===== config.mk =====
export PLATFORM = sky130hd
export DESIGN_NAME = seg_display_arbiter
export DESIGN_NICKNAME = d
export VERILOG_FILES = /design/src/rtl/seg_display_arbiter.sv
export SDC_FILE = /design/constraint.sdc
export NUM_CORES = 1
export LEC_CHECK = 0
export ABC_AREA = 1
export BUFFER_PORTS_ARGS = -buffer_cell sky130_fd_sc_hd__buf_2
export CORE_ASPECT_RATIO = 1.25
export CORE_MARGIN = 1.5
export CORE_UTILIZATION = 45
export CTS_CLUSTER_DIAMETER = 40
export DETAILED_ROUTE_END_ITERATION = 7
export PLACE_DENSITY = 0.72
export SYNTH_ARGS = -nofsm -noshare
export SYNTH_HDL_FRONTEND = slang
export SYNTH_SLANG_ARGS = --single-unit

===== constraint.sdc =====
create_clock -name clk -period 1.88 [get_ports clk]
set_clock_uncertainty 0.05 [all_clocks]
set_input_delay 0 -clock clk [delete_from_list [all_inputs] [get_ports clk]]
set_output_delay 0 -clock clk [all_outputs]
set_load 0.02 [all_outputs]

===== src/rtl/seg_display_arbiter.sv =====
// seg_display_arbiter
// Shares one 4-digit multiplexed 7-segment display between two requesters
// (A: processor register path, B: hardware status source). The granted word
// is held for at least HOLD_CYCLES clocks before the other side may take the
// display. Ties in IDLE are broken round-robin, so neither side starves.
// All outputs are registered.

module seg_display_arbiter #(
  parameter int HOLD_CYCLES = 48000000,
  parameter int CNT_W       = 26
) (
  input  logic        clk,
  input  logic        rst_n,
  input  logic        req_a,
  input  logic [15:0] data_a,
  input  logic        req_b,
  input  logic [15:0] data_b,
  output logic        ack_a,
  output logic        ack_b,
  output logic [1:0]  owner,
  output logic        dwell_busy,
  output logic [3:0]  num1,
  output logic [3:0]  num2,
  output logic [3:0]  num3,
  output logic [3:0]  num4
);

  typedef enum logic [1:0] {
    IDLE   = 2'd0,
    HOLD_A = 2'd1,
    HOLD_B = 2'd2
  } state_t;

  localparam logic [CNT_W-1:0] CNT_LAST = CNT_W'(HOLD_CYCLES - 1);
  localparam logic [CNT_W-1:0] CNT_ONE  = CNT_W'(1);
  localparam logic [1:0]       OWN_NONE = 2'b00;
  localparam logic [1:0]       OWN_A    = 2'b01;
  localparam logic [1:0]       OWN_B    = 2'b10;

  state_t           state;
  logic             last_b;     // 1: B was granted most recently, so A wins the next tie
  logic [CNT_W-1:0] dwell_cnt;
  logic             ack_dly;    // an ack was on the bus in the previous cycle

  logic             gate_open;
  logic             grant_a;
  logic             grant_b;
  logic             load_a;
  logic             load_b;
  logic             expire;

  // Request qualification: a requester drops req only in the cycle after its
  // ack, so req is ignored while an ack is visible and for one cycle after.
  // This one-cycle gap keeps a held req from being latched twice.
  always_comb begin
    gate_open = 1'b0;
    grant_a   = 1'b0;
    grant_b   = 1'b0;
    load_a    = 1'b0;
    load_b    = 1'b0;
    expire    = 1'b0;

    gate_open = !(ack_a || ack_b || ack_dly);
    grant_a   = gate_open && req_a && (!req_b || last_b);
    grant_b   = gate_open && req_b && !grant_a;
    expire    = (dwell_cnt == CNT_LAST);

    case (state)
      IDLE: begin
        load_a = grant_a;
        load_b = grant_b;
      end
      HOLD_A:  load_a = gate_open && req_a;
      HOLD_B:  load_b = gate_open && req_b;
      default: begin
        load_a = 1'b0;
        load_b = 1'b0;
      end
    endcase
  end

  // Arbitration FSM, dwell counter and registered display/handshake outputs
  always_ff @(posedge clk or negedge rst_n) begin
    if (!rst_n) begin
      state      <= IDLE;
      last_b     <= 1'b1;
      dwell_cnt  <= '0;
      ack_dly    <= 1'b0;
      ack_a      <= 1'b0;
      ack_b      <= 1'b0;
      owner      <= OWN_NONE;
      dwell_busy <= 1'b0;
      num1       <= 4'h0;
      num2       <= 4'h0;
      num3       <= 4'h0;
      num4       <= 4'h0;
    end else begin
      ack_a   <= load_a;
      ack_b   <= load_b;
      ack_dly <= ack_a || ack_b;

      if (load_a) begin
        num1 <= data_a[3:0];
        num2 <= data_a[7:4];
        num3 <= data_a[11:8];
        num4 <= data_a[15:12];
      end else if (load_b) begin
        num1 <= data_b[3:0];
        num2 <= data_b[7:4];
        num3 <= data_b[11:8];
        num4 <= data_b[15:12];
      end

      case (state)
        IDLE: begin
          dwell_cnt <= '0;
          if (load_a) begin
            state      <= HOLD_A;
            owner      <= OWN_A;
            last_b     <= 1'b0;
            dwell_busy <= 1'b1;
          end else if (load_b) begin
            state      <= HOLD_B;
            owner      <= OWN_B;
            last_b     <= 1'b1;
            dwell_busy <= 1'b1;
          end
        end
        HOLD_A, HOLD_B: begin
          // An owner refresh wins over expiry, even in the final dwell cycle.
          if (load_a || load_b) begin
            dwell_cnt <= '0;
          end else if (expire) begin
            state      <= IDLE;
            dwell_busy <= 1'b0;
            dwell_cnt  <= '0;
          end else begin
            dwell_cnt <= dwell_cnt + CNT_ONE;
          end
        end
        default: begin
          state      <= IDLE;
          dwell_busy <= 1'b0;
          dwell_cnt  <= '0;
        end
      endcase
    end
  end

endmodule

==> results of run 1 <==
how the worst max path moves through the flow:
stage / depth (start not counted) / slack (ps) / startpoint / endpoint
after floorplan: 9 / 300 / dwell_cnt[0] / dwell_cnt[13]
after global placement: 9 / 150 / dwell_cnt[0] / dwell_cnt[4]
after detailed placement: 9 / 50 / dwell_cnt[0] / dwell_cnt[4]
after CTS: 9 / 40 / dwell_cnt[0] / dwell_cnt[4]
after global routing: 10 / -20 / dwell_cnt[0] / dwell_busy
final: 10 / 140 / dwell_cnt[0] / state[0]
metrics by stage:
step           worst slack [ps]  setup TNS [ps]  hold slack (ps)  util [%]  std cells
3_5_place_dp              54.39               0           -141.3     53.42        456
2_1_floorplan             297.4               0           -345.6         -        334
3_3_place_gp              153.7               0           -155.5     53.42        456
5_1_grt                  -18.33          -31.02            94.02     61.83        499
4_1_cts                   44.25               0            54.38     61.18        497
6_report                  139.2               0            41.60     61.83        499
cells by family (layout without fill, tap and decap cells):
family | after synthesis | count (layout) | share of synthesized area [%]
AOI/OAI and AO/OA | 21 | 21 | 4.579
xor gates and xnor gates | 20 | 20 | 6.410
adders and majority gates | 4 | 4 | 1.832
buffers and inverters | 44 | 143 | 7.143
DFF | 51 | 51 | 46.75
and+or+nand+nor | 194 | 194 | 33.29
cell usage after synthesis, types with 5 or more instances:
cell type                 instances
sky130_fd_sc_hd__nand2_1         88
sky130_fd_sc_hd__nand4_1         10
sky130_fd_sc_hd__nor2_1          40
sky130_fd_sc_hd__dfrtp_1         50
sky130_fd_sc_hd__nor3_1          12
sky130_fd_sc_hd__a31oi_1         16
sky130_fd_sc_hd__inv_1           33
sky130_fd_sc_hd__xnor2_1          6
sky130_fd_sc_hd__nand3_1          8
sky130_fd_sc_hd__nor2_2          22
sky130_fd_sc_hd__xor2_1          14
sky130_fd_sc_hd__nor3_2           5
what timing repair did:
| item | CTS | global route |
|---|---|---|
| gates resized for setup | 0 | 4 |
| endpoints found under the setup margin | 0 | 38 |
| hold endpoints to repair | 67 | 0 |
| buffers inserted | 0 | 2 |
| hold buffers | 33 | 0 |
cell type report:
class | count | share of cell area (%)
clock inverters | 2 | 1.078
flip-flops and latches | 51 | 35.55
multi-input cells | 239 | 35.17
repair buffers | 99 | 19.86
inverters | 36 | 3.757
clock buffers | 6 | 2.296
well taps | 66 | 2.296
power groups by stage:
| stage | combinational, µW | clock (µW) | sequential (µW) |
|---|---|---|---|
| after floorplan | 1190 | 0 | 1830 |
| after global placement | 1960 | 0 | 1560 |
| after detailed placement | 2000 | 0 | 1560 |
| after CTS | 2050 | 828 | 1550 |
| after global routing | 2410 | 876 | 1590 |
| final | 2170 | 818 | 1550 |
registers in the layout, indices dropped and copies added (netlist names):
register    flops
dwell_cnt      26
num1            4
num2            4
num3            4
num4            4
owner           2
state           2
ack_a           1
ack_b           1
ack_dly         1
dwell_busy      1
last_b          1
per-layer routing:
layer,part of all wire [%],vias up
met5,0,-
met1,42,1184
met4,2.0,0
li1,-,1251
met3,5.6,15
met2,50,85
==> impl_metrics.prom, run 1 <==
# TYPE chip_impl_metric gauge
chip_impl_metric{name="synth_edf_count",unit=""} 0
chip_impl_metric{name="period_needed",unit="ps"} 1741
chip_impl_metric{name="critPathMaxStageDelay",unit="ps"} 420
chip_impl_info{name="crit_family",value="simple AND/OR/NAND/NOR gates"} 1
chip_impl_metric{name="dr.first_iter.drc_count",unit=""} 115
chip_impl_metric{name="r2r_setup_slack",unit="ps"} 140
chip_impl_metric{name="yosys_cell_types",unit=""} 27
chip_impl_info{name="synth_area_leader_cell",value="sky130_fd_sc_hd__dfrtp_1"} 1
chip_impl_metric{name="clkTransAtPathRegs",unit="ps"} 100
chip_impl_info{name="critical-path-top-cell-by-count",value="sky130_fd_sc_hd__nand2_1"} 1
chip_impl_metric{name="row_count",unit=""} 31
chip_impl_metric{name="p_sw_share",unit="%"} 41.94
chip_impl_metric{name="critical_path.max_fanout",unit=""} 5
chip_impl_metric{name="timing.max_cap.violations",unit=""} 0
chip_impl_metric{name="critical_path_required",unit="ps"} 2040
chip_impl_metric{name="cts_max_level",unit=""} 2
chip_impl_info{name="leading_cell_types_in_the_layout_fill_and_taps_excluded",value="sky130_fd_sc_hd__nand2_1, sky130_fd_sc_hd__buf_2, sky130_fd_sc_hd__dfrtp_1"} 1
chip_impl_metric{name="num_vias",unit=""} 2535
chip_impl_metric{name="synth_cells",unit=""} 334
chip_impl_metric{name="grt_first_pass_wirelength",unit="µm"} 12290
chip_impl_metric{name="drt_wl_total",unit="µm"} 6852
chip_impl_metric{name="ioPinCount",unit=""} 57
chip_impl_metric{name="combined_global_route_utilization_of_all_metal_layers",unit="%"} 23.67
chip_impl_metric{name="router_iterations_before_antenna_repair",unit=""} 5
chip_impl_metric{name="total_power",unit="µW"} 4538
chip_impl_metric{name="worst_pin_slew",unit="ps"} 360.1
chip_impl_metric{name="core_area",unit="µm²"} 5818
chip_impl_metric{name="synth.ff_latch_count",unit=""} 51
chip_impl_info{name="critical_path.slowest_cell",value="sky130_fd_sc_hd__dfrtp_2"} 1
chip_impl_metric{name="grt_pass1_vias",unit=""} 2731
chip_impl_metric{name="p_seq_share",unit="%"} 34.2
chip_impl_metric{name="seq_area",unit="µm²"} 1279
chip_impl_info{name="root_buffer",value="sky130_fd_sc_hd__clkbuf_8"} 1
chip_impl_metric{name="wl_per_cell",unit="µm"} 13.73
chip_impl_info{name="crit_chain",value="ha_2 > nand3_2 > inv_1 > nand2_2 > nor2_1 > nand2_1 > nand2_1 > nand3_1 > nand2_1 > nand2_1"} 1
chip_impl_info{name="hold_class",value="input pin to async pin"} 1
chip_impl_info{name="type_of_destination_of_the_critical_path",value="flip-flop"} 1
chip_impl_metric{name="placement.io_buffers",unit=""} 56
chip_impl_metric{name="number_of_antenna_violations_at_the_first_check_in_global_routing",unit=""} 0
chip_impl_info{name="ys.flop_type",value="sky130_fd_sc_hd__dfrtp_1"} 1
chip_impl_metric{name="routabilityCongestion",unit=""} 0.9244
chip_impl_metric{name="max-clock-path-buffers",unit=""} 2
chip_impl_metric{name="synth_top_area_share",unit="%"} 45.79
chip_impl_metric{name="power.ir.vdd_worst",unit="mV"} 1.013
chip_impl_metric{name="postSynthAreaPerCell",unit="µm²"} 8.182
chip_impl_info{name="synth.top_cells.by_area",value="sky130_fd_sc_hd__dfrtp_1, sky130_fd_sc_hd__nand2_1, sky130_fd_sc_hd__nor2_1"} 1
chip_impl_metric{name="final-max-slew-violation-count",unit=""} 0
chip_impl_metric{name="ff2ff_path_depth",unit=""} 10
chip_impl_metric{name="global_route.usage.met2",unit="%"} 42.20
chip_impl_metric{name="initial_utilization",unit="%"} 46.97
chip_impl_metric{name="synth_area",unit="µm²"} 2733
chip_impl_metric{name="critPathBufInv",unit=""} 1
chip_impl_metric{name="yosys_warnings",unit=""} 0
chip_impl_metric{name="fillerInstances",unit=""} 482
chip_impl_metric{name="max_clock_freq",unit="MHz"} 574.4
chip_impl_metric{name="grt.overflow.total",unit=""} 0
chip_impl_metric{name="routed_via_density",unit=""} 5.080
chip_impl_metric{name="power.combinational.fraction",unit="%"} 47.8
chip_impl_metric{name="mappedNetlistNets",unit=""} 374
chip_impl_info{name="layout.cells.most_common",value="sky130_fd_sc_hd__nand2_1"} 1
chip_impl_info{name="critical_path_startpoint_category",value="flip-flop"} 1
chip_impl_metric{name="synthToLayoutAreaGrowth",unit="%"} 31.64
chip_impl_metric{name="powerDensity",unit="nW/µm²"} 1262
chip_impl_info{name="critical_path.reg2reg.startpoint",value="dwell_cnt[0]"} 1
chip_impl_metric{name="die_area",unit="µm²"} 6552
chip_impl_metric{name="post_route_cells_drive_above_1_share",unit="%"} 26.33
chip_impl_metric{name="finalHoldViolCount",unit=""} 0
chip_impl_metric{name="number_of_failing_setup_endpoints_in_the_final_timing_report",unit=""} 0
chip_impl_metric{name="clock_sink_count",unit=""} 51
chip_impl_metric{name="switching_power",unit="µW"} 1903
chip_impl_metric{name="max_slew_margin",unit="%"} 75.81
chip_impl_metric{name="drc_violations",unit=""} 0
chip_impl_info{name="global_route.peak_usage_layer",value="met2"} 1
chip_impl_metric{name="combined_area_of_the_multi_input_logic_cells",unit="µm²"} 1265
chip_impl_info{name="clock_tree_from_tritoncts",value="yes"} 1
chip_impl_metric{name="internal-power",unit="µW"} 2635
chip_impl_metric{name="postRouteAntennaNets",unit=""} 0
chip_impl_metric{name="total_leakage_power",unit="µW"} 0.001642
chip_impl_metric{name="grt_max_degree",unit=""} 33
chip_impl_metric{name="synth.yosys.seq_area_share",unit="%"} 46.75
chip_impl_metric{name="place.detailed.hpwl",unit="µm"} 4479
chip_impl_metric{name="async_flop_share",unit="%"} 100.0
chip_impl_metric{name="antenna-diode-count",unit=""} 0
chip_impl_metric{name="met1_usage",unit="%"} 28.69
chip_impl_metric{name="use_met3",unit="%"} 4.036
chip_impl_metric{name="finalInstanceArea",unit="µm²"} 3597
chip_impl_info{name="result_of_the_run",value="completed"} 1
chip_impl_metric{name="clock_latency",unit="ps"} 310
chip_impl_metric{name="die_height",unit="µm"} 90.13
chip_impl_info{name="reg2reg_to",value="state[0]"} 1
chip_impl_metric{name="cp_data_arrival_time",unit="ps"} 1900
chip_impl_metric{name="crit_share_post_route",unit="%"} 92.60
chip_impl_metric{name="place_area",unit="µm²"} 3108
chip_impl_metric{name="p_clk_share",unit="%"} 18.0
chip_impl_metric{name="die_w",unit="µm"} 72.70
chip_impl_metric{name="cts_inserted_buffers",unit=""} 5
chip_impl_metric{name="final_net_count",unit=""} 472
chip_impl_info{name="ws_path_type",value="flip-flop to flip-flop"} 1
Note: power is estimated with default switching activity, not from simulation.
==> run 2: changes to the inputs <==
--- a/config.mk
+++ b/config.mk
@@ -9,10 +9,11 @@
 export BUFFER_PORTS_ARGS = -buffer_cell sky130_fd_sc_hd__buf_2
 export CORE_ASPECT_RATIO = 1.25
 export CORE_MARGIN = 1.5
-export CORE_UTILIZATION = 45
+export CORE_UTILIZATION = 52
 export CTS_CLUSTER_DIAMETER = 40
 export DETAILED_ROUTE_END_ITERATION = 7
-export PLACE_DENSITY = 0.72
+export PLACE_DENSITY = 0.8
+export SETUP_SLACK_MARGIN = 0.5
 export SYNTH_ARGS = -nofsm -noshare
 export SYNTH_HDL_FRONTEND = slang
 export SYNTH_SLANG_ARGS = --single-unit
==> impl_metrics.prom, run 2 (same netlist as run 1, synthesis figures left out) <==
# TYPE chip_impl_metric gauge
chip_impl_info{name="result_of_the_run",value="completed"} 1
chip_impl_metric{name="router_iterations_before_antenna_repair",unit=""} 5
chip_impl_metric{name="die_height",unit="µm"} 84.05
chip_impl_metric{name="grt_max_degree",unit=""} 30
chip_impl_metric{name="clock_sink_count",unit=""} 51
chip_impl_metric{name="wl_per_cell",unit="µm"} 18.03
chip_impl_metric{name="max_clock_freq",unit="MHz"} 577.7
chip_impl_metric{name="max-clock-path-buffers",unit=""} 2
chip_impl_info{name="leading_cell_types_in_the_layout_fill_and_taps_excluded",value="sky130_fd_sc_hd__nand2_1, sky130_fd_sc_hd__buf_2, sky130_fd_sc_hd__dfrtp_1"} 1
chip_impl_metric{name="grt_first_pass_wirelength",unit="µm"} 13630
chip_impl_metric{name="post_route_cells_drive_above_1_share",unit="%"} 37.50
chip_impl_metric{name="place_area",unit="µm²"} 3173
chip_impl_metric{name="placement.io_buffers",unit=""} 56
chip_impl_metric{name="finalInstanceArea",unit="µm²"} 3954
chip_impl_metric{name="number_of_instances_in_the_placed_design",unit=""} 450
chip_impl_metric{name="critPathMaxStageDelay",unit="ps"} 550
chip_impl_metric{name="number_of_failing_setup_endpoints_in_the_final_timing_report",unit=""} 0
chip_impl_metric{name="grt.overflow.total",unit=""} 0
chip_impl_metric{name="critical_path_required",unit="ps"} 2060
chip_impl_metric{name="period_needed",unit="ps"} 1731
chip_impl_metric{name="cts_max_level",unit=""} 2
chip_impl_info{name="crit_chain",value="inv_2 > nand2_1 > nand4_1 > nor2_2 > nor2_4 > buf_12 > inv_8 > nand2_1 > a31oi_1"} 1
chip_impl_metric{name="combined_global_route_utilization_of_all_metal_layers",unit="%"} 32.23
chip_impl_metric{name="worst_pin_slew",unit="ps"} 575.8
chip_impl_metric{name="dr.first_iter.drc_count",unit=""} 172
chip_impl_metric{name="final-max-slew-violation-count",unit=""} 0
chip_impl_metric{name="grt_pass1_vias",unit=""} 2832
chip_impl_info{name="type_of_destination_of_the_critical_path",value="flip-flop"} 1
chip_impl_metric{name="antenna-diode-count",unit=""} 0
chip_impl_metric{name="number_of_antenna_violations_at_the_first_check_in_global_routing",unit=""} 0
chip_impl_info{name="rsz_0062_raised_after_global_routing",value="yes"} 1
chip_impl_metric{name="die_w",unit="µm"} 67.84
chip_impl_metric{name="fin_util",unit="%"} 77.83
chip_impl_metric{name="postRouteAntennaNets",unit=""} 0
chip_impl_info{name="root_buffer",value="sky130_fd_sc_hd__clkbuf_8"} 1
chip_impl_metric{name="cts_inserted_buffers",unit=""} 5
chip_impl_metric{name="total_leakage_power",unit="µW"} 0.001772
chip_impl_metric{name="drc_violations",unit=""} 0
chip_impl_metric{name="critical_path.max_fanout",unit=""} 9
chip_impl_metric{name="cp_data_arrival_time",unit="ps"} 1910
chip_impl_metric{name="timing.max_cap.violations",unit=""} 0
chip_impl_info{name="crit_family",value="flip-flops"} 1
chip_impl_info{name="clock_tree_from_tritoncts",value="yes"} 1
chip_impl_metric{name="finalHoldViolCount",unit=""} 0
chip_impl_metric{name="critPathBufInv",unit=""} 3
chip_impl_metric{name="ioPinCount",unit=""} 57
chip_impl_info{name="hold_class",value="input pin to async pin"} 1
chip_impl_metric{name="row_count",unit=""} 29
chip_impl_metric{name="post-route-worst-setup-slack",unit="ps"} 148.9
chip_impl_metric{name="power.ir.vdd_worst",unit="mV"} 1.081
chip_impl_metric{name="instances_no_fill",unit=""} 510
chip_impl_metric{name="largest_reg_flops",unit=""} 26
chip_impl_metric{name="pre_cts_ws",unit="ps"} 139.5
chip_impl_metric{name="final_net_count",unit=""} 487
chip_impl_info{name="layout.cells.most_common",value="sky130_fd_sc_hd__nand2_1"} 1
chip_impl_metric{name="routabilityCongestion",unit=""} 0.9141
chip_impl_info{name="critical-path-top-cell-by-count",value="sky130_fd_sc_hd__nand2_1"} 1
chip_impl_metric{name="clkTransAtPathRegs",unit="ps"} 110
chip_impl_metric{name="initial_utilization",unit="%"} 53.79
chip_impl_metric{name="num_vias",unit=""} 2872
chip_impl_metric{name="setup_total_negative_slack",unit="ps"} 0
chip_impl_metric{name="core_area",unit="µm²"} 5080
chip_impl_metric{name="clock_latency",unit="ps"} 320
chip_impl_info{name="ws_path_type",value="flip-flop to flip-flop"} 1
chip_impl_metric{name="max_slew_margin",unit="%"} 61.61
chip_impl_metric{name="synthToLayoutAreaGrowth",unit="%"} 44.69
chip_impl_info{name="critical_path.slowest_cell",value="sky130_fd_sc_hd__dfstp_2"} 1
chip_impl_info{name="largest_register",value="dwell_cnt"} 1
chip_impl_metric{name="die_area",unit="µm²"} 5702
chip_impl_info{name="critical_path_startpoint_category",value="flip-flop"} 1
chip_impl_metric{name="drt_wl_total",unit="µm"} 9195
chip_impl_metric{name="crit_share_post_route",unit="%"} 92.08
chip_impl_metric{name="powerDensity",unit="nW/µm²"} 1423
chip_impl_metric{name="routed_via_density",unit=""} 5.631
chip_impl_metric{name="place.detailed.hpwl",unit="µm"} 4345
==> run 2: worst paths after layout <==
kind,end,start,cells after the start,slack (ps)
max in group asynchronous,dwell_cnt[0],rst_n,3,1050
max reg2reg,num2[3],last_b,9,150
max,num2[3],last_b,9,150
min reg2reg,dwell_busy,dwell_busy,2,460
min in group clk,dwell_cnt[6],req_a,6,270
min,ack_a,rst_n,2,160
==> run 2: cell type report <==
cell class              instances  area [µm²]
clock buffers                   6       72.57
clock inverters                 2       16.27
fillers                       300        1126
inverters                      36       142.6
multi-input cells             239        1424
flip-flops and latches         51        1282
well taps                      62       77.57
repair buffers                112       915.9
repair inverters                2       22.52
==> run 2: routing by layer <==
| layer | part of all wire [%] | GRT usage [%] |
|---|---|---|
| met4 | 3.9 | 14.18 |
| met1 | 37 | 38.11 |
| met3 | 7.6 | 6.343 |
| met5 | 0 | 0 |
| met2 | 51 | 54.99 |
==> run 2: metrics by stage <==
| stage | total power [µW] | hold WS [ps] |
|---|---|---|
| 2_1_floorplan | 3139 | -345.6 |
| 3_3_place_gp | 3672 | -50.09 |
| 3_5_place_dp | 3741 | -37.81 |
| 4_1_cts | 4834 | 118.5 |
| 5_1_grt | 5839 | 198.7 |
| 6_report | 5625 | 155.7 |
==> run 2: worst register-to-register path, cell delays in order, from the launching register on <==
cell,delay (ps)
sky130_fd_sc_hd__dfstp_2,550
sky130_fd_sc_hd__inv_2,40
sky130_fd_sc_hd__nand2_1,40
sky130_fd_sc_hd__nand4_1,120
sky130_fd_sc_hd__nor2_2,190
sky130_fd_sc_hd__nor2_4,80
sky130_fd_sc_hd__buf_12,170
sky130_fd_sc_hd__inv_8,80
sky130_fd_sc_hd__nand2_1,90
sky130_fd_sc_hd__a31oi_1,210
==> run 2: power breakdown <==
group	internal (µW)	leakage (µW)	switching, µW
sequential	1400	0.000648	226
clock	269	0.0000418	395
combinational	1370	0.00108	1970
total	3040	0.00177	2590
==> run 2: timing repair <==
| action | CTS | global route |
|---|---|---|
| resized for setup | 40 | 15 |
| setup buffers | 11 | 3 |
| endpoints found under the setup margin | 49 | 50 |
| gates cloned | 3 | 2 |
| hold endpoints to repair | 38 | 0 |
| pin swaps | 15 | 9 |
| hold buffers | 33 | 0 |
